==> config.mk <==
export PLATFORM = sky130hd
export DESIGN_NAME = mem_port_arb
export DESIGN_NICKNAME = d
export VERILOG_FILES = /design/src/rtl/mem_port_arb.sv
export SDC_FILE = /design/constraint.sdc
export NUM_CORES = 1
export LEC_CHECK = 0
export ABC_CLOCK_PERIOD_IN_PS = 1600
export BUFFER_PORTS_ARGS = -buffer_cell sky130_fd_sc_hd__buf_2
export CAP_MARGIN = 20
export CORE_AREA = 5 5 72 74
export CTS_CLUSTER_DIAMETER = 100
export DETAILED_ROUTE_END_ITERATION = 8
export DIE_AREA = 0 0 77 79
export HOLD_SLACK_MARGIN = 0.15
export PLACE_DENSITY = 0.72
export SYNTH_ARGS = -nofsm -noshare
export SYNTH_HDL_FRONTEND = slang
export SYNTH_SLANG_ARGS = --single-unit
==> constraint.sdc <==
create_clock -name clock -period 1.6 [get_ports clock]
set_clock_uncertainty 0.1 [all_clocks]
set_input_delay 0.16 -clock clock [delete_from_list [all_inputs] [get_ports clock]]
set_output_delay 0.16 -clock clock [all_outputs]
set_load 0.05 [all_outputs]
==> src/rtl/mem_port_arb.sv <==
// mem_port_arb: round-robin arbiter sharing one memory port between
// requester 0 (core load/store) and requester 1 (core fetch).
// Grants are combinational and at most one access issues per cycle.
// Read data returns one cycle after issue and is steered back to the issuer.
// A requester may lock the port for back-to-back beats.
// Optional build macro: MEM_ARB_PERF_EN adds saturating per-requester
// grant and stall counters together with the perf_grant/perf_stall ports.
module mem_port_arb #(
  parameter int MSB_MEM = 7,
  parameter int CNT_W   = 16
) (
  input  logic                     clock,
  input  logic                     rst,
  input  logic [1:0]               req_valid,
  input  logic [1:0]               req_wr,
  input  logic [1:0]               req_lock,
  input  logic [1:0][MSB_MEM:2]    req_address,
  input  logic [1:0][31:0]         req_data,
  output logic [1:0]               req_ready,
  output logic [1:0]               rsp_valid,
  output logic [31:0]              rsp_data,
  output logic [MSB_MEM:2]         mem_address,
  output logic [31:0]              mem_data,
  output logic                     mem_rden,
  output logic                     mem_wren,
  input  logic [31:0]              mem_q
`ifdef MEM_ARB_PERF_EN
  ,
  output logic [1:0][CNT_W-1:0]    perf_grant,
  output logic [1:0][CNT_W-1:0]    perf_stall
`endif
);

  typedef enum logic [1:0] {
    ARB   = 2'd0,
    LOCK0 = 2'd1,
    LOCK1 = 2'd2
  } state_t;

  state_t     state;
  logic       rr_ptr;
  logic [1:0] grant;
  logic       sel;
  logic       accepted;
  logic       rd_tag_vld;
  logic       rd_tag;

  // Grant selection from current requests, round-robin pointer and lock state
  always_comb begin
    grant = '0;
    if (!rst) begin
      case (state)
        ARB: begin
          if (req_valid == 2'b11) grant[rr_ptr] = 1'b1;
          else                    grant = req_valid;
        end
        LOCK0:   grant[0] = req_valid[0];
        LOCK1:   grant[1] = req_valid[1];
        default: grant = '0;
      endcase
    end
  end

  assign req_ready = grant;
  assign sel       = grant[1];
  assign accepted  = |grant;

  // Memory port drive muxed from the granted requester, zero when idle
  always_comb begin
    mem_address = '0;
    mem_data    = '0;
    mem_rden    = 1'b0;
    mem_wren    = 1'b0;
    if (accepted) begin
      mem_address = req_address[sel];
      mem_data    = req_data[sel];
      mem_rden    = ~req_wr[sel];
      mem_wren    = req_wr[sel];
    end
  end

  // Arbitration state: round-robin pointer and lock ownership
  always_ff @(posedge clock or posedge rst) begin
    if (rst) begin
      state  <= ARB;
      rr_ptr <= 1'b0;
    end else begin
      case (state)
        ARB: begin
          if (accepted) begin
            rr_ptr <= ~sel;
            if (req_lock[sel]) state <= sel ? LOCK1 : LOCK0;
          end
        end
        // A valid owner is always granted while locked, so "owner dropped
        // valid" and "owner's beat ended the lock" merge into one test.
        LOCK0: begin
          if (!req_valid[0] || !req_lock[0]) begin
            state  <= ARB;
            rr_ptr <= 1'b1;
          end
        end
        LOCK1: begin
          if (!req_valid[1] || !req_lock[1]) begin
            state  <= ARB;
            rr_ptr <= 1'b0;
          end
        end
        default: begin
          state  <= ARB;
          rr_ptr <= 1'b0;
        end
      endcase
    end
  end

  // Read tag: remembers which requester owns the data arriving next cycle
  always_ff @(posedge clock or posedge rst) begin
    if (rst) begin
      rd_tag_vld <= 1'b0;
      rd_tag     <= 1'b0;
    end else begin
      rd_tag_vld <= mem_rden;
      if (mem_rden) rd_tag <= sel;
    end
  end

  // Response steering: memory q goes only to the tagged requester
  always_comb begin
    rsp_valid = '0;
    rsp_data  = '0;
    if (rd_tag_vld) begin
      rsp_valid[rd_tag] = 1'b1;
      rsp_data          = mem_q;
    end
  end

`ifdef MEM_ARB_PERF_EN
  // Saturating per-requester counters of accepted beats and stalled cycles
  always_ff @(posedge clock or posedge rst) begin
    if (rst) begin
      perf_grant <= '0;
      perf_stall <= '0;
    end else begin
      for (int unsigned i = 0; i < 2; i++) begin
        if (grant[i] && (perf_grant[i] != '1))
          perf_grant[i] <= perf_grant[i] + CNT_W'(1);
        if (req_valid[i] && !grant[i] && (perf_stall[i] != '1))
          perf_stall[i] <= perf_stall[i] + CNT_W'(1);
      end
    end
  end
`endif

endmodule

* After elaboration in Yosys (flattened, before gate mapping)
Cells that the tools add are included.
W data, S select, Z words.
** Cells by class
- $lt $le $gt $ge :: 5
- Equal/unequal tests :: 7
- Muxes and demuxes :: 32
- Bitwise logic cells :: 2
- Reductions and logical operators :: 12
** Operator list (number)
- $mux W32 :: 4
- $mux W6 :: 3
- $mux W2 :: 8
- $mux W1 :: 11
- $ne A2 B2 Y1 const B :: 4
- $lt A1 B2 Y1 const B :: 3
- $pmux W2 S3 :: 1
- $eq A2 B2 Y1 const B :: 2
- $logic_not A1 Y1 :: 4
- $pmux W1 S2 :: 2
- $reduce_and A4 Y1 :: 1
- $pmux W1 S3 :: 1
- $reduce_and A3 Y1 :: 1
- $demux W1 S1 :: 2
- $eq A2 B1 Y1 const B :: 1
- $ge A1 B1 Y1 const B :: 2
- $logic_and A1 B1 Y1 :: 2
- $logic_not A2 Y1 :: 1
- $logic_or A1 B1 Y1 :: 2
- $not A1 Y1 :: 2
- $reduce_or A2 Y1 :: 1
** Word-level totals
- Register bits after elaboration :: 5
- Bits of input ports :: 116
- Output and inout port bits :: 76
- Logic and storage cells :: 62

* Longest topological paths before layout
Gate-level depths: netlist of the first run.
- Depth in word-level cells :: 12
- Depth in mapped cells :: 4
- Mapped depth without buffers :: 3

* Worst setup path before layout of the first run
OpenSTA, ideal clock, no wires.
- Kind :: reg2out
- Start point :: register state[0]
- End point :: output port mem_data[11]
- Arrival :: 1673 ps
- Required time :: 1340 ps
- Setup slack :: -333 ps
- Cell stages (with the launch flop) :: 5
- Buffers on the path :: 1
- Cells stage by stage :: dfrtp_1 > nand2b_4 > nor3_2 > buf_2 > a22o_1
** On the way
- Longest elaborated chain between the ends :: 6
- Elaborated cells between the ends (all ways) :: 10
- Classes of those cells :: eq/ne (2); mux (6); reduce/logical (2)
** Ends and longest elaborated chain
- start: declaration :: line 40 : state_t state;
- start signal: assignment :: line 92 : if (req_lock[sel]) state <= sel ? LOCK1 : LOCK0;
- $eq A2 B2 Y1 or $logic_not A2 Y1 (tied branches) :: line 52 : case (state)
- $pmux W1 S2 * :: line 52
- $mux W2 * :: line 51 : if (!rst) begin
- net req_ready[1] :: line 19 : output logic [1:0] req_ready,
- $mux W32 (not written as such) (2 in a row) :: line 76 : mem_data = req_data[sel];
- $mux W32 * :: line 74 : if (accepted) begin
- end: declaration :: line 23 : output logic [31:0] mem_data,
The timed path passes the listed nets; every way through them passes the cells marked *. The select of a mux whose other input is x is not followed.

* Worst setup path in the final report of the first run
- Start point :: register state[1]
- End point :: output port mem_rden
** On the way
- Longest elaborated chain between the ends :: 7
- Elaborated cells between the ends (all ways) :: 11
- Classes of those cells :: eq/ne (2); mux (6); bitwise (1); reduce/logical (2)
** Ends and longest elaborated chain
- $eq A2 B2 Y1 or $logic_not A2 Y1 (tied branches) :: line 52
- $pmux W1 S2 :: line 52
- $mux W2 * :: line 51
- $mux W1 (not written as such) (2 in a row) :: line 77 : mem_rden = ~req_wr[sel];
- $not A1 Y1 :: line 77
- $mux W1 * :: line 74
- end: declaration :: line 24 : output logic mem_rden,
Every way passes the cells marked *; elsewhere a longest branch is shown, timed or not. The select of a mux whose other input is x is not followed.

==> impl_metrics.xml, run 1 <==
<?xml version="1.0" encoding="UTF-8"?>
<metrics>
  <group name="worst_setup_path">
    <metric name="worst-endpoint-arrival" unit="ns">1.70</metric>
    <metric name="critical_path.endpoint_type" unit="">output pin</metric>
    <metric name="timing.setup.critical_path_class" unit="">register to output pin</metric>
    <metric name="worst_setup_path_startpoint" unit="">state[1]</metric>
    <metric name="start_kind" unit="">register</metric>
    <metric name="critPathRequiredTime" unit="ns">1.34</metric>
    <metric name="regToRegStartpoint" unit="">state[1]</metric>
    <metric name="crit_fanout" unit="">8</metric>
  </group>
  <group name="synthesis">
    <metric name="post-synth-top-count-cell" unit="">sky130_fd_sc_hd__a22o_1</metric>
    <metric name="synth_compound_area_share" unit="%">46.5</metric>
    <metric name="syn_nets" unit="">228</metric>
    <metric name="ys.flop_type" unit="">sky130_fd_sc_hd__dfrtp_1</metric>
    <metric name="synth_xor_area_share" unit="%">0</metric>
    <metric name="post_synth_num_cell_types" unit="">20</metric>
    <metric name="leading_post_synthesis_cells_by_cell_area" unit="">sky130_fd_sc_hd__a22o_1, sky130_fd_sc_hd__and2_1, sky130_fd_sc_hd__dfrtp_1</metric>
    <metric name="synth_mux_area_share" unit="%">0</metric>
    <metric name="synth_seq_area_share" unit="%">13.2</metric>
    <metric name="synth_cells" unit="">112</metric>
    <metric name="synth-edff-count" unit="">0</metric>
    <metric name="dominant_combinational_cell_family_by_area_after_synthesis" unit="">compound AO/OA/AOI/OAI gates</metric>
    <metric name="synthDominantCellAreaShare" unit="%">37.9</metric>
    <metric name="syn_area" unit="um2">947</metric>
    <metric name="postSynthRegisterBits" unit="">5</metric>
    <metric name="synth_top_cells_by_count" unit="">sky130_fd_sc_hd__a22o_1, sky130_fd_sc_hd__and2_1, sky130_fd_sc_hd__dfrtp_1, sky130_fd_sc_hd__inv_1</metric>
    <metric name="synth.avg_cell_area" unit="um2">8.46</metric>
    <metric name="synth-adder-area-share" unit="%">0</metric>
    <metric name="post_synth_simple_gate_area" unit="%">30.3</metric>
    <metric name="synth-async-reset-ratio" unit="%">100</metric>
    <metric name="synth_top_area_cell" unit="">sky130_fd_sc_hd__a22o_1</metric>
    <metric name="synth_warnings" unit="">0</metric>
  </group>
  <group name="placed_design">
    <metric name="port-buffer-count" unit="">191</metric>
    <metric name="gp_routability_congestion" unit="">0.780</metric>
    <metric name="dpl.hpwl" unit="um">4710</metric>
  </group>
  <group name="timing">
    <metric name="maxSlewHeadroom" unit="%">83.2</metric>
    <metric name="rsz0062_at_grt" unit="">yes</metric>
    <metric name="report.final.setup_viol" unit="">42</metric>
    <metric name="clock.fmax" unit="MHz">511</metric>
    <metric name="timing.final.crit_share" unit="%">122</metric>
    <metric name="slew_violations" unit="">0</metric>
    <metric name="final.min_clock_period" unit="ns">1.96</metric>
    <metric name="worst_pin_slew" unit="ns">0.251</metric>
    <metric name="worst_slack_setup_final" unit="ns">-0.357</metric>
    <metric name="setup_tns" unit="ns">-12.67</metric>
    <metric name="timing_hold_violations_final" unit="">0</metric>
  </group>
  <group name="global_routing">
    <metric name="vias_in_the_first_global_route" unit="">1737</metric>
    <metric name="grt_pass1_wl" unit="um">8910</metric>
    <metric name="antenna_found_initial" unit="">0</metric>
    <metric name="grt_max_degree" unit="">35</metric>
    <metric name="global_route.usage.total" unit="%">17.8</metric>
    <metric name="global_route.overflow_total" unit="">0</metric>
  </group>
  <group name="final_layout">
    <metric name="final_layout_size_suffix_gt1_share" unit="%">81.3</metric>
    <metric name="design.final.nets" unit="">438</metric>
    <metric name="post-route-util" unit="%">60.1</metric>
    <metric name="areaGrowthSynthToFinish" unit="%">188</metric>
    <metric name="antenna-diode-count" unit="">0</metric>
  </group>
  <group name="routing">
    <metric name="drt-vias-per-instance" unit="">4.63</metric>
    <metric name="initialDrtViolationCount" unit="">53</metric>
    <metric name="route.detailed.wl_per_inst" unit="um">16.9</metric>
    <metric name="route.antenna.remaining_nets" unit="">0</metric>
    <metric name="drtPass1Iterations" unit="">4</metric>
    <metric name="drc_violation_count_after_routing" unit="">0</metric>
    <metric name="vias" unit="">1737</metric>
    <metric name="wirelength" unit="um">6320</metric>
  </group>
  <group name="floorplan">
    <metric name="row_cnt" unit="">25</metric>
    <metric name="chipWidth" unit="um">77</metric>
    <metric name="die_h" unit="um">79</metric>
    <metric name="start_util" unit="%">20.9</metric>
    <metric name="design.die.area" unit="um2">6080</metric>
    <metric name="pin_count" unit="">192</metric>
    <metric name="floorplan.core_area" unit="um2">4540</metric>
  </group>
  <group name="clocking">
    <metric name="number_of_levels_the_h_tree_was_split_into" unit="">1</metric>
    <metric name="cts_made_buffers" unit="">3</metric>
    <metric name="clock_tree.buffer_depth" unit="">2</metric>
    <metric name="clock-root-buffer" unit="">sky130_fd_sc_hd__clkbuf_8</metric>
    <metric name="cts.sink_count" unit="">5</metric>
    <metric name="cts_tree" unit="">built</metric>
    <metric name="cts.reportedPaths.clkPinSlew" unit="ns">0.03</metric>
    <metric name="worst_skew_pair.late_latency" unit="ns">0.22</metric>
  </group>
  <group name="power">
    <metric name="power_per_cell_area" unit="nW/um2">667</metric>
    <metric name="peakVddDrop" unit="mV">0.472</metric>
    <metric name="total_leakage_power" unit="nW">1.56</metric>
  </group>
  <group name="worst_hold_path">
    <metric name="worst_hold_class" unit="">input port to register</metric>
    <metric name="worstHoldStart" unit="">req_wr[1]</metric>
  </group>
  <group name="flow_run">
    <metric name="max_cap_viol_count" unit="">0</metric>
  </group>
  <group name="status">
    <metric name="run_status" unit="">finished, violations left</metric>
    <metric name="violations" unit="">setup timing</metric>
  </group>
</metrics>
stage by stage:
step                setup slack [ns]  power [mW]  std cells  hold WS [ns]  area, um2
floorplan                    -0.0543       0.983        112        -0.161       1100
global route                  -0.423        1.90        375         0.224       2730
finish                        -0.357        1.82        375         0.199       2730
CTS                           -0.341        1.80        375         0.203       2680
detailed placement            -0.196        1.35        360         0.143       2200
global placement              -0.140        1.33        360         0.140       2200
routing by layer:
layer	vias to the layer above	track usage, %	wire (um)
met5	-	0	0
met4	0	4.81	72
met3	12	2.49	419
met2	74	36.0	3640
met1	802	18.9	2190
li1	849	-	-
power breakdown:
group,internal [mW],leakage [nW],switching [mW]
logic,0.602,1.48,0.823
clock network,0.171,0.0228,0.0587
registers,0.146,0.0623,0.0177
kinds of logic (layout without fill, tap and decap cells):
family,after synthesis,count (layout)
and+or+nand+nor,41,41
DFF,5,5
AOI/OAI and AO/OA,50,50
buffers and inverters,16,225
layout make-up:
class | count | area, um2
fill | 377 | 1810
timing repair buffer | 216 | 1570
multi-input combinational | 91 | 902
sequential | 5 | 126
tap | 54 | 67.6
clock buffer | 4 | 45.0
inverter | 5 | 18.8
registers in the layout (all words and copies together), names as in the netlist:
| name | count |
|---|---|
| rr_ptr | 1 |
| state | 2 |
| rd_tag | 1 |
| rd_tag_vld | 1 |
final timing paths:
path	slack [ns]	end	cells after the start
min reg2reg	0.46	rd_tag	1
max	-0.36	mem_rden	6
min in group asynchronous	0.47	rr_ptr	4
max in group asynchronous	0.74	state[1]	4
max reg2reg	0.10	rd_tag_vld	5
min	0.20	rd_tag_vld	3
timing repair:
item / in CTS / in global routing
cloned: 1 / 1
endpoints found under the setup margin: 42 / 42
pin swaps: 1 / 2
endpoints found under the hold margin: 7 / 0
gates resized for setup: 101 / 13
hold buffers: 4 / 0
setup buffers: 6 / 1
worst max-delay path, cell delays in order, from the launching register on:
cell	delay, ns
sky130_fd_sc_hd__dfrtp_2	0.44
sky130_fd_sc_hd__nor3b_2	0.20
sky130_fd_sc_hd__a21boi_4	0.26
sky130_fd_sc_hd__buf_6	0.15
sky130_fd_sc_hd__clkbuf_16	0.15
sky130_fd_sc_hd__a22o_4	0.14
sky130_fd_sc_hd__buf_8	0.14
cells in the final DEF, fill, tap and decap left out, drive strengths merged:
cell type / n
a22o: 41
nor2b: 1
inv: 5
clkbuf: 5
o31ai: 1
o2111a: 1
nand4b: 2
dfrtp: 5
a32oi: 1
nor3: 1
and2: 33
dlygate4sd3: 4
nand2b: 1
o211ai: 2
nor3b: 2
buf: 211
a21oi: 2
o211a: 1
a21boi: 1
and2b: 1
Note: power is estimated with default switching activity, not from simulation.
==> inputs of run 2 (changes only) <==
--- a/config.mk
+++ b/config.mk
@@ -6,7 +6,7 @@
 export NUM_CORES = 1
 export LEC_CHECK = 0
 export ABC_CLOCK_PERIOD_IN_PS = 1600
-export BUFFER_PORTS_ARGS = -buffer_cell sky130_fd_sc_hd__buf_2
+export BUFFER_PORTS_ARGS = -buffer_cell sky130_fd_sc_hd__clkbuf_2
 export CAP_MARGIN = 20
 export CORE_AREA = 5 5 72 74
 export CTS_CLUSTER_DIAMETER = 100
==> run 2 against run 1 <==
  * The flow still finishes with violations (setup timing)
  * Sequential power about the same
  * Hold slack got worse by 0.051 ns
  * Critical path depth shrank 1
  * First-iteration DRC count up 7.5%
  * Setup slack gained 0.018 ns
  * Non-clock buffer count decreased by 5
  * Via count unchanged
  * Combinational power rose by 7%
  * Global-route usage up 0.40 points
  * Maximum frequency is 0.91% higher
  * Largest cell class unchanged
==> impl_metrics.xml, run 2 (same netlist as run 1, synthesis figures left out) <==
<?xml version="1.0" encoding="UTF-8"?>
<metrics>
  <group name="status">
    <metric name="run_status" unit="">finished, violations left</metric>
    <metric name="violations" unit="">setup timing</metric>
  </group>
  <group name="power">
    <metric name="power.share.combinational" unit="%">79.6</metric>
    <metric name="peakVddDrop" unit="mV">0.567</metric>
    <metric name="sw_frac_of_total" unit="%">47.5</metric>
    <metric name="p_seq_share" unit="%">8.4</metric>
    <metric name="power_frac_clock" unit="%">12.0</metric>
    <metric name="power_per_cell_area" unit="nW/um2">663</metric>
    <metric name="total_switching_power" unit="mW">0.914</metric>
    <metric name="internal_power" unit="mW">1.01</metric>
    <metric name="total_leakage_power" unit="nW">1.60</metric>
  </group>
  <group name="global_routing">
    <metric name="global_route.usage.total" unit="%">18.2</metric>
    <metric name="global_route.overflow_total" unit="">0</metric>
    <metric name="grt_pass1_wl" unit="um">9050</metric>
    <metric name="vias_in_the_first_global_route" unit="">1749</metric>
    <metric name="antenna_found_initial" unit="">0</metric>
    <metric name="grt_max_degree" unit="">35</metric>
  </group>
  <group name="timing">
    <metric name="maxSlewHeadroom" unit="%">80.4</metric>
    <metric name="timing.final.crit_share" unit="%">121</metric>
    <metric name="worst_slack_setup_final" unit="ns">-0.339</metric>
    <metric name="slew_violations" unit="">0</metric>
    <metric name="setup_tns" unit="ns">-12.14</metric>
    <metric name="rsz0062_at_grt" unit="">yes</metric>
    <metric name="report.final.setup_viol" unit="">42</metric>
    <metric name="clock.fmax" unit="MHz">516</metric>
    <metric name="worst_pin_slew" unit="ns">0.296</metric>
    <metric name="timing_hold_violations_final" unit="">0</metric>
    <metric name="final.min_clock_period" unit="ns">1.94</metric>
  </group>
  <group name="clocking">
    <metric name="worst_skew_pair.late_latency" unit="ns">0.22</metric>
    <metric name="clock-root-buffer" unit="">sky130_fd_sc_hd__clkbuf_8</metric>
    <metric name="number_of_levels_the_h_tree_was_split_into" unit="">1</metric>
    <metric name="cts_tree" unit="">built</metric>
    <metric name="cts.reportedPaths.clkPinSlew" unit="ns">0.03</metric>
    <metric name="cts.sink_count" unit="">5</metric>
    <metric name="cts_made_buffers" unit="">3</metric>
    <metric name="clock_tree.buffer_depth" unit="">2</metric>
  </group>
  <group name="floorplan">
    <metric name="pin_count" unit="">192</metric>
    <metric name="start_util" unit="%">20.9</metric>
    <metric name="floorplan.core_area" unit="um2">4540</metric>
    <metric name="chipWidth" unit="um">77</metric>
    <metric name="design.die.area" unit="um2">6080</metric>
    <metric name="die_h" unit="um">79</metric>
    <metric name="row_cnt" unit="">25</metric>
  </group>
  <group name="routing">
    <metric name="wirelength" unit="um">6290</metric>
    <metric name="drtPass1Iterations" unit="">4</metric>
    <metric name="route.antenna.remaining_nets" unit="">0</metric>
    <metric name="drt-vias-per-instance" unit="">4.69</metric>
    <metric name="initialDrtViolationCount" unit="">57</metric>
    <metric name="vias" unit="">1737</metric>
    <metric name="drc_violation_count_after_routing" unit="">0</metric>
    <metric name="route.detailed.wl_per_inst" unit="um">17.0</metric>
  </group>
  <group name="final_layout">
    <metric name="fillers" unit="">369</metric>
    <metric name="largest_reg_flops" unit="">2</metric>
    <metric name="antenna-diode-count" unit="">0</metric>
    <metric name="max_flop_register" unit="">state</metric>
    <metric name="most_frequent_cells_in_the_layout" unit="">sky130_fd_sc_hd__clkbuf_2, sky130_fd_sc_hd__and2_1, sky130_fd_sc_hd__a22o_2</metric>
    <metric name="finish.instance_area" unit="um2">2900</metric>
    <metric name="areaGrowthSynthToFinish" unit="%">206</metric>
    <metric name="design.final.nets" unit="">433</metric>
    <metric name="multiInputGateArea" unit="um2">892</metric>
    <metric name="reg_area" unit="um2">125</metric>
    <metric name="final_common_cell" unit="">sky130_fd_sc_hd__clkbuf_2</metric>
    <metric name="final_layout_size_suffix_gt1_share" unit="%">81.3</metric>
  </group>
  <group name="worst_setup_path">
    <metric name="critical-path-max-stage-delay" unit="ns">0.42</metric>
    <metric name="worst-endpoint-arrival" unit="ns">1.68</metric>
    <metric name="ff2ff_path_depth" unit="">5</metric>
    <metric name="start_kind" unit="">register</metric>
    <metric name="crit_fanout" unit="">27</metric>
    <metric name="critical_path.endpoint_type" unit="">output pin</metric>
    <metric name="timing.setup.critical_path_class" unit="">register to output pin</metric>
    <metric name="worst_r2r_endpoint" unit="">rd_tag_vld</metric>
    <metric name="regToRegStartpoint" unit="">state[0]</metric>
    <metric name="critPathRequiredTime" unit="ns">1.34</metric>
    <metric name="worst_path_max_delay_cell" unit="">sky130_fd_sc_hd__dfrtp_1</metric>
    <metric name="regToRegSetupSlack" unit="ns">0.09</metric>
    <metric name="cp_cell_sequence" unit="">nor3b_2 &gt; a21boi_4 &gt; buf_12 &gt; a22o_2 &gt; buf_8</metric>
  </group>
  <group name="placed_design">
    <metric name="dpl_cell_area" unit="um2">2380</metric>
    <metric name="dpl.hpwl" unit="um">4620</metric>
    <metric name="port-buffer-count" unit="">191</metric>
    <metric name="gp_routability_congestion" unit="">0.818</metric>
  </group>
  <group name="worst_hold_path">
    <metric name="worst_hold_class" unit="">input port to register</metric>
    <metric name="hold-path-endpoint" unit="">state[0]</metric>
    <metric name="hold-path-cell-count" unit="">2</metric>
    <metric name="worstHoldStart" unit="">req_valid[0]</metric>
  </group>
  <group name="flow_run">
    <metric name="max_cap_viol_count" unit="">0</metric>
  </group>
</metrics>
==> run 2: changes by cell type in the layout (fill, tap and decap cells not counted), sizes merged <==
| cell | before | now |
|---|---|---|
| dlygate4sd3 | 4 | 3 |
| clkbuf | 5 | 163 |
| buf | 211 | 49 |
==> run 2: worst max path at each step <==
stage,startpoint,endpoint,depth (start not counted)
after detailed placement,state[1],mem_data[7],5
after global placement,state[1],mem_data[8],5
final,state[1],mem_data[2],5
after global routing,state[1],mem_rden,6
after CTS,state[1],mem_data[7],5
after floorplan,state[1],mem_address[3],4
==> run 2: what timing repair did <==
item,in CTS,in global routing
pin swaps,0,0
gates resized for setup,70,24
buffers inserted,1,1
hold endpoints to repair,7,0
hold buffers,4,0
endpoints found under the setup margin,42,43
gates cloned,0,0
==> run 2: metrics by stage <==
step | util [%] | setup WS (ns) | instances | total power, mW | hold WS, ns
2_1_floorplan | - | -0.0543 | 112 | 0.983 | -0.161
3_3_place_gp | 52.6 | -0.134 | 361 | 1.44 | 0.109
3_5_place_dp | 52.6 | -0.193 | 361 | 1.45 | 0.105
4_1_cts | 62.9 | -0.342 | 370 | 1.87 | 0.196
5_1_grt | 63.9 | -0.397 | 370 | 2.00 | 0.170
6_report | 63.9 | -0.339 | 370 | 1.92 | 0.149
==> run 2: area by class of cell <==
type / instances / share of cell area [%]
timing repair buffer: 211 / 60.3
multi-input combinational: 91 / 30.8
sequential: 5 / 4.32
tap: 54 / 2.33
clock buffer: 4 / 1.56
inverter: 5 / 0.648
==> run 2: worst max-delay path: cells and delay by family, from the launching register on <==
family,cells,cell delay [ns]
and+or+nand+nor,1,0.21
buffers and inverters,2,0.36
DFF,1,0.42
AOI/OAI and AO/OA,2,0.47
==> run 2: power groups by stage <==
| stage | Sequential [mW] | Combinational (mW) | Clock [mW] |
|---|---|---|---|
| after floorplan | 0.165 | 0.818 | 0 |
| after global placement | 0.163 | 1.27 | 0 |
| after detailed placement | 0.163 | 1.28 | 0 |
| after CTS | 0.161 | 1.46 | 0.242 |
| after global routing | 0.164 | 1.59 | 0.247 |
| final | 0.161 | 1.53 | 0.230 |
==> run 2: per-layer routing <==
layer | vias to the layer above | global-route usage (%) | routed length [um]
met5 | - | 0 | 0
met4 | 0 | 4.12 | 26
met3 | 4 | 2.27 | 336
met2 | 66 | 37.4 | 3720
met1 | 830 | 19.3 | 2210
li1 | 837 | - | -
==> inputs of run 3 (changes only) <==
--- a/config.mk
+++ b/config.mk
@@ -8,12 +8,14 @@
 export ABC_CLOCK_PERIOD_IN_PS = 1600
 export BUFFER_PORTS_ARGS = -buffer_cell sky130_fd_sc_hd__clkbuf_2
 export CAP_MARGIN = 20
-export CORE_AREA = 5 5 72 74
+export CELL_PAD_IN_SITES_DETAIL_PLACEMENT = 1
+export CELL_PAD_IN_SITES_GLOBAL_PLACEMENT = 1
+export CORE_MARGIN = 5
+export CORE_UTILIZATION = 14
 export CTS_CLUSTER_DIAMETER = 100
 export DETAILED_ROUTE_END_ITERATION = 8
-export DIE_AREA = 0 0 77 79
 export HOLD_SLACK_MARGIN = 0.15
-export PLACE_DENSITY = 0.72
+export PLACE_DENSITY_LB_ADDON = 0.1
 export SYNTH_ARGS = -nofsm -noshare
 export SYNTH_HDL_FRONTEND = slang
 export SYNTH_SLANG_ARGS = --single-unit
==> run 3 against run 2 <==
  * The run still ends with setup timing left
  * Non-clock buffer count grew 9
  * Power rose by 6.0%
  * Sequential cell count is the same
  * Clock power is 7% higher
==> impl_metrics.xml, run 3 (same netlist as run 1, synthesis figures left out) <==
<?xml version="1.0" encoding="UTF-8"?>
<metrics>
  <group name="global_routing">
    <metric name="grt_max_degree" unit="">25</metric>
    <metric name="global_route.overflow_total" unit="">0</metric>
    <metric name="global_route.usage.total" unit="%">15.2</metric>
    <metric name="vias_in_the_first_global_route" unit="">2053</metric>
    <metric name="antenna_found_initial" unit="">0</metric>
    <metric name="grt_pass1_wl" unit="um">10400</metric>
  </group>
  <group name="final_layout">
    <metric name="finish.cell_count_without_fillers" unit="">405</metric>
    <metric name="final_layout_size_suffix_gt1_share" unit="%">81.8</metric>
    <metric name="most_frequent_cells_in_the_layout" unit="">sky130_fd_sc_hd__clkbuf_2, sky130_fd_sc_hd__and2_1, sky130_fd_sc_hd__a22o_4</metric>
    <metric name="post-route-util" unit="%">47.4</metric>
    <metric name="max_flop_register" unit="">state</metric>
    <metric name="fillers" unit="">772</metric>
    <metric name="final_common_cell" unit="">sky130_fd_sc_hd__clkbuf_2</metric>
    <metric name="design.final.nets" unit="">442</metric>
    <metric name="antenna-diode-count" unit="">0</metric>
    <metric name="largest_reg_flops" unit="">2</metric>
    <metric name="finish.instance_area" unit="um2">3170</metric>
    <metric name="areaGrowthSynthToFinish" unit="%">234</metric>
  </group>
  <group name="worst_setup_path">
    <metric name="regToRegSetupSlack" unit="ns">0.10</metric>
    <metric name="worst-endpoint-arrival" unit="ns">1.68</metric>
    <metric name="crit_fanout" unit="">10</metric>
    <metric name="timing.setup.critical_path_class" unit="">register to output pin</metric>
    <metric name="critPathRequiredTime" unit="ns">1.34</metric>
    <metric name="start_kind" unit="">register</metric>
    <metric name="critical_path.endpoint_type" unit="">output pin</metric>
  </group>
  <group name="timing">
    <metric name="timing.final.crit_share" unit="%">121</metric>
    <metric name="worst_pin_slew" unit="ns">0.297</metric>
    <metric name="setup_tns" unit="ns">-13.11</metric>
    <metric name="slew_violations" unit="">0</metric>
    <metric name="timing_hold_violations_final" unit="">0</metric>
    <metric name="maxSlewHeadroom" unit="%">80.3</metric>
    <metric name="rsz0062_at_grt" unit="">yes</metric>
    <metric name="worst_slack_setup_final" unit="ns">-0.341</metric>
    <metric name="final.min_clock_period" unit="ns">1.94</metric>
    <metric name="clock.fmax" unit="MHz">515</metric>
    <metric name="hold_ws" unit="ns">0.195</metric>
    <metric name="report.final.setup_viol" unit="">42</metric>
  </group>
  <group name="clocking">
    <metric name="cts_made_buffers" unit="">3</metric>
    <metric name="clock_tree.buffer_depth" unit="">2</metric>
    <metric name="number_of_levels_the_h_tree_was_split_into" unit="">1</metric>
    <metric name="worst_skew_pair.late_latency" unit="ns">0.22</metric>
    <metric name="cts.reportedPaths.clkPinSlew" unit="ns">0.04</metric>
    <metric name="clock-root-buffer" unit="">sky130_fd_sc_hd__clkbuf_8</metric>
    <metric name="cts_tree" unit="">built</metric>
    <metric name="cts.sink_count" unit="">5</metric>
  </group>
  <group name="power">
    <metric name="power_per_cell_area" unit="nW/um2">644</metric>
    <metric name="power.share.combinational" unit="%">80.1</metric>
    <metric name="total_switching_power" unit="mW">0.963</metric>
    <metric name="peakVddDrop" unit="mV">0.260</metric>
    <metric name="total_power" unit="mW">2.04</metric>
    <metric name="p_seq_share" unit="%">7.9</metric>
    <metric name="internal_power" unit="mW">1.07</metric>
    <metric name="power_frac_clock" unit="%">12.0</metric>
    <metric name="sw_frac_of_total" unit="%">47.3</metric>
    <metric name="total_leakage_power" unit="nW">1.74</metric>
  </group>
  <group name="floorplan">
    <metric name="pin_count" unit="">192</metric>
    <metric name="die_h" unit="um">92.3</metric>
    <metric name="start_util" unit="%">14.2</metric>
    <metric name="design.die.area" unit="um2">8510</metric>
    <metric name="floorplan.core_area" unit="um2">6680</metric>
    <metric name="row_cnt" unit="">30</metric>
    <metric name="chipWidth" unit="um">92.3</metric>
  </group>
  <group name="placed_design">
    <metric name="dpl_cell_area" unit="um2">2550</metric>
    <metric name="port-buffer-count" unit="">191</metric>
    <metric name="dp.cells" unit="">390</metric>
    <metric name="setup_slack_after_placement" unit="ns">-0.156</metric>
    <metric name="gp_routability_congestion" unit="">0.740</metric>
    <metric name="dpl.hpwl" unit="um">5470</metric>
  </group>
  <group name="routing">
    <metric name="drt-vias-per-instance" unit="">4.50</metric>
    <metric name="wirelength" unit="um">7050</metric>
    <metric name="vias" unit="">1821</metric>
    <metric name="drc_violation_count_after_routing" unit="">0</metric>
    <metric name="route.detailed.wl_per_inst" unit="um">17.4</metric>
    <metric name="drtPass1Iterations" unit="">4</metric>
    <metric name="initialDrtViolationCount" unit="">24</metric>
    <metric name="route.antenna.remaining_nets" unit="">0</metric>
  </group>
  <group name="flow_run">
    <metric name="max_cap_viol_count" unit="">0</metric>
  </group>
  <group name="worst_hold_path">
    <metric name="worst_hold_class" unit="">input port to register</metric>
  </group>
  <group name="status">
    <metric name="run_status" unit="">finished, violations left</metric>
    <metric name="violations" unit="">setup timing</metric>
  </group>
</metrics>
## run 3: cell types whose count changed in the layout (fill, tap and decap cells not counted), sizes merged
cell / before / now
buf: 49 / 58
## run 3: worst max-delay path, stage by stage, from the launching register on
cell                        delay, ns
sky130_fd_sc_hd__dfrtp_1         0.40
sky130_fd_sc_hd__nor3b_2         0.31
sky130_fd_sc_hd__nor3_4          0.07
sky130_fd_sc_hd__buf_12          0.14
sky130_fd_sc_hd__clkbuf_16       0.16
sky130_fd_sc_hd__a22o_4          0.23
sky130_fd_sc_hd__buf_12          0.15
## run 3: timing repair
action | in CTS | in global routing
hold endpoints to repair | 7 | 0
gates cloned | 1 | 2
setup endpoints to repair | 42 | 44
pin swaps | 2 | 4
buffers inserted | 9 | 2
hold buffers | 3 | 0
resized for setup | 66 | 28
## run 3: area by class of cell
cell class	instances	area (um2)	area share, %
repair buffers	220	1870	59.0
multi-input cells	91	1010	31.9
flip-flops and latches	5	125	3.95
well taps	80	100	3.16
clock buffers	4	45.0	1.42
inverters	5	18.8	0.593
## run 3: path summary, 6_finish.rpt
path                                 from     endpoint  depth (start not counted)
worst min-delay path            req_wr[1]       rd_tag                          3
worst min register to register     rd_tag       rd_tag                          1
worst max-delay path             state[1]  mem_data[4]                          6
worst max register to register   state[1]   rd_tag_vld                          5
min in group asynchronous             rst     state[0]                          4
max in group asynchronous             rst       rd_tag                          4
## run 3: layer usage
metal	global-route usage, %	wire [um]	vias to the layer above
met1	14.7	2330	864
li1	-	-	860
met3	3.94	600	4
met4	2.60	46	0
met2	31.7	4070	93
met5	0	0	-
## run 3: power by group through the flow
stage	Clock, mW	Combinational, mW	Sequential, mW
3_3_place_gp	0	1.37	0.161
4_1_cts	0.256	1.57	0.161
5_1_grt	0.266	1.70	0.164
6_report	0.245	1.63	0.161
2_1_floorplan	0	0.818	0.165
3_5_place_dp	0	1.37	0.162
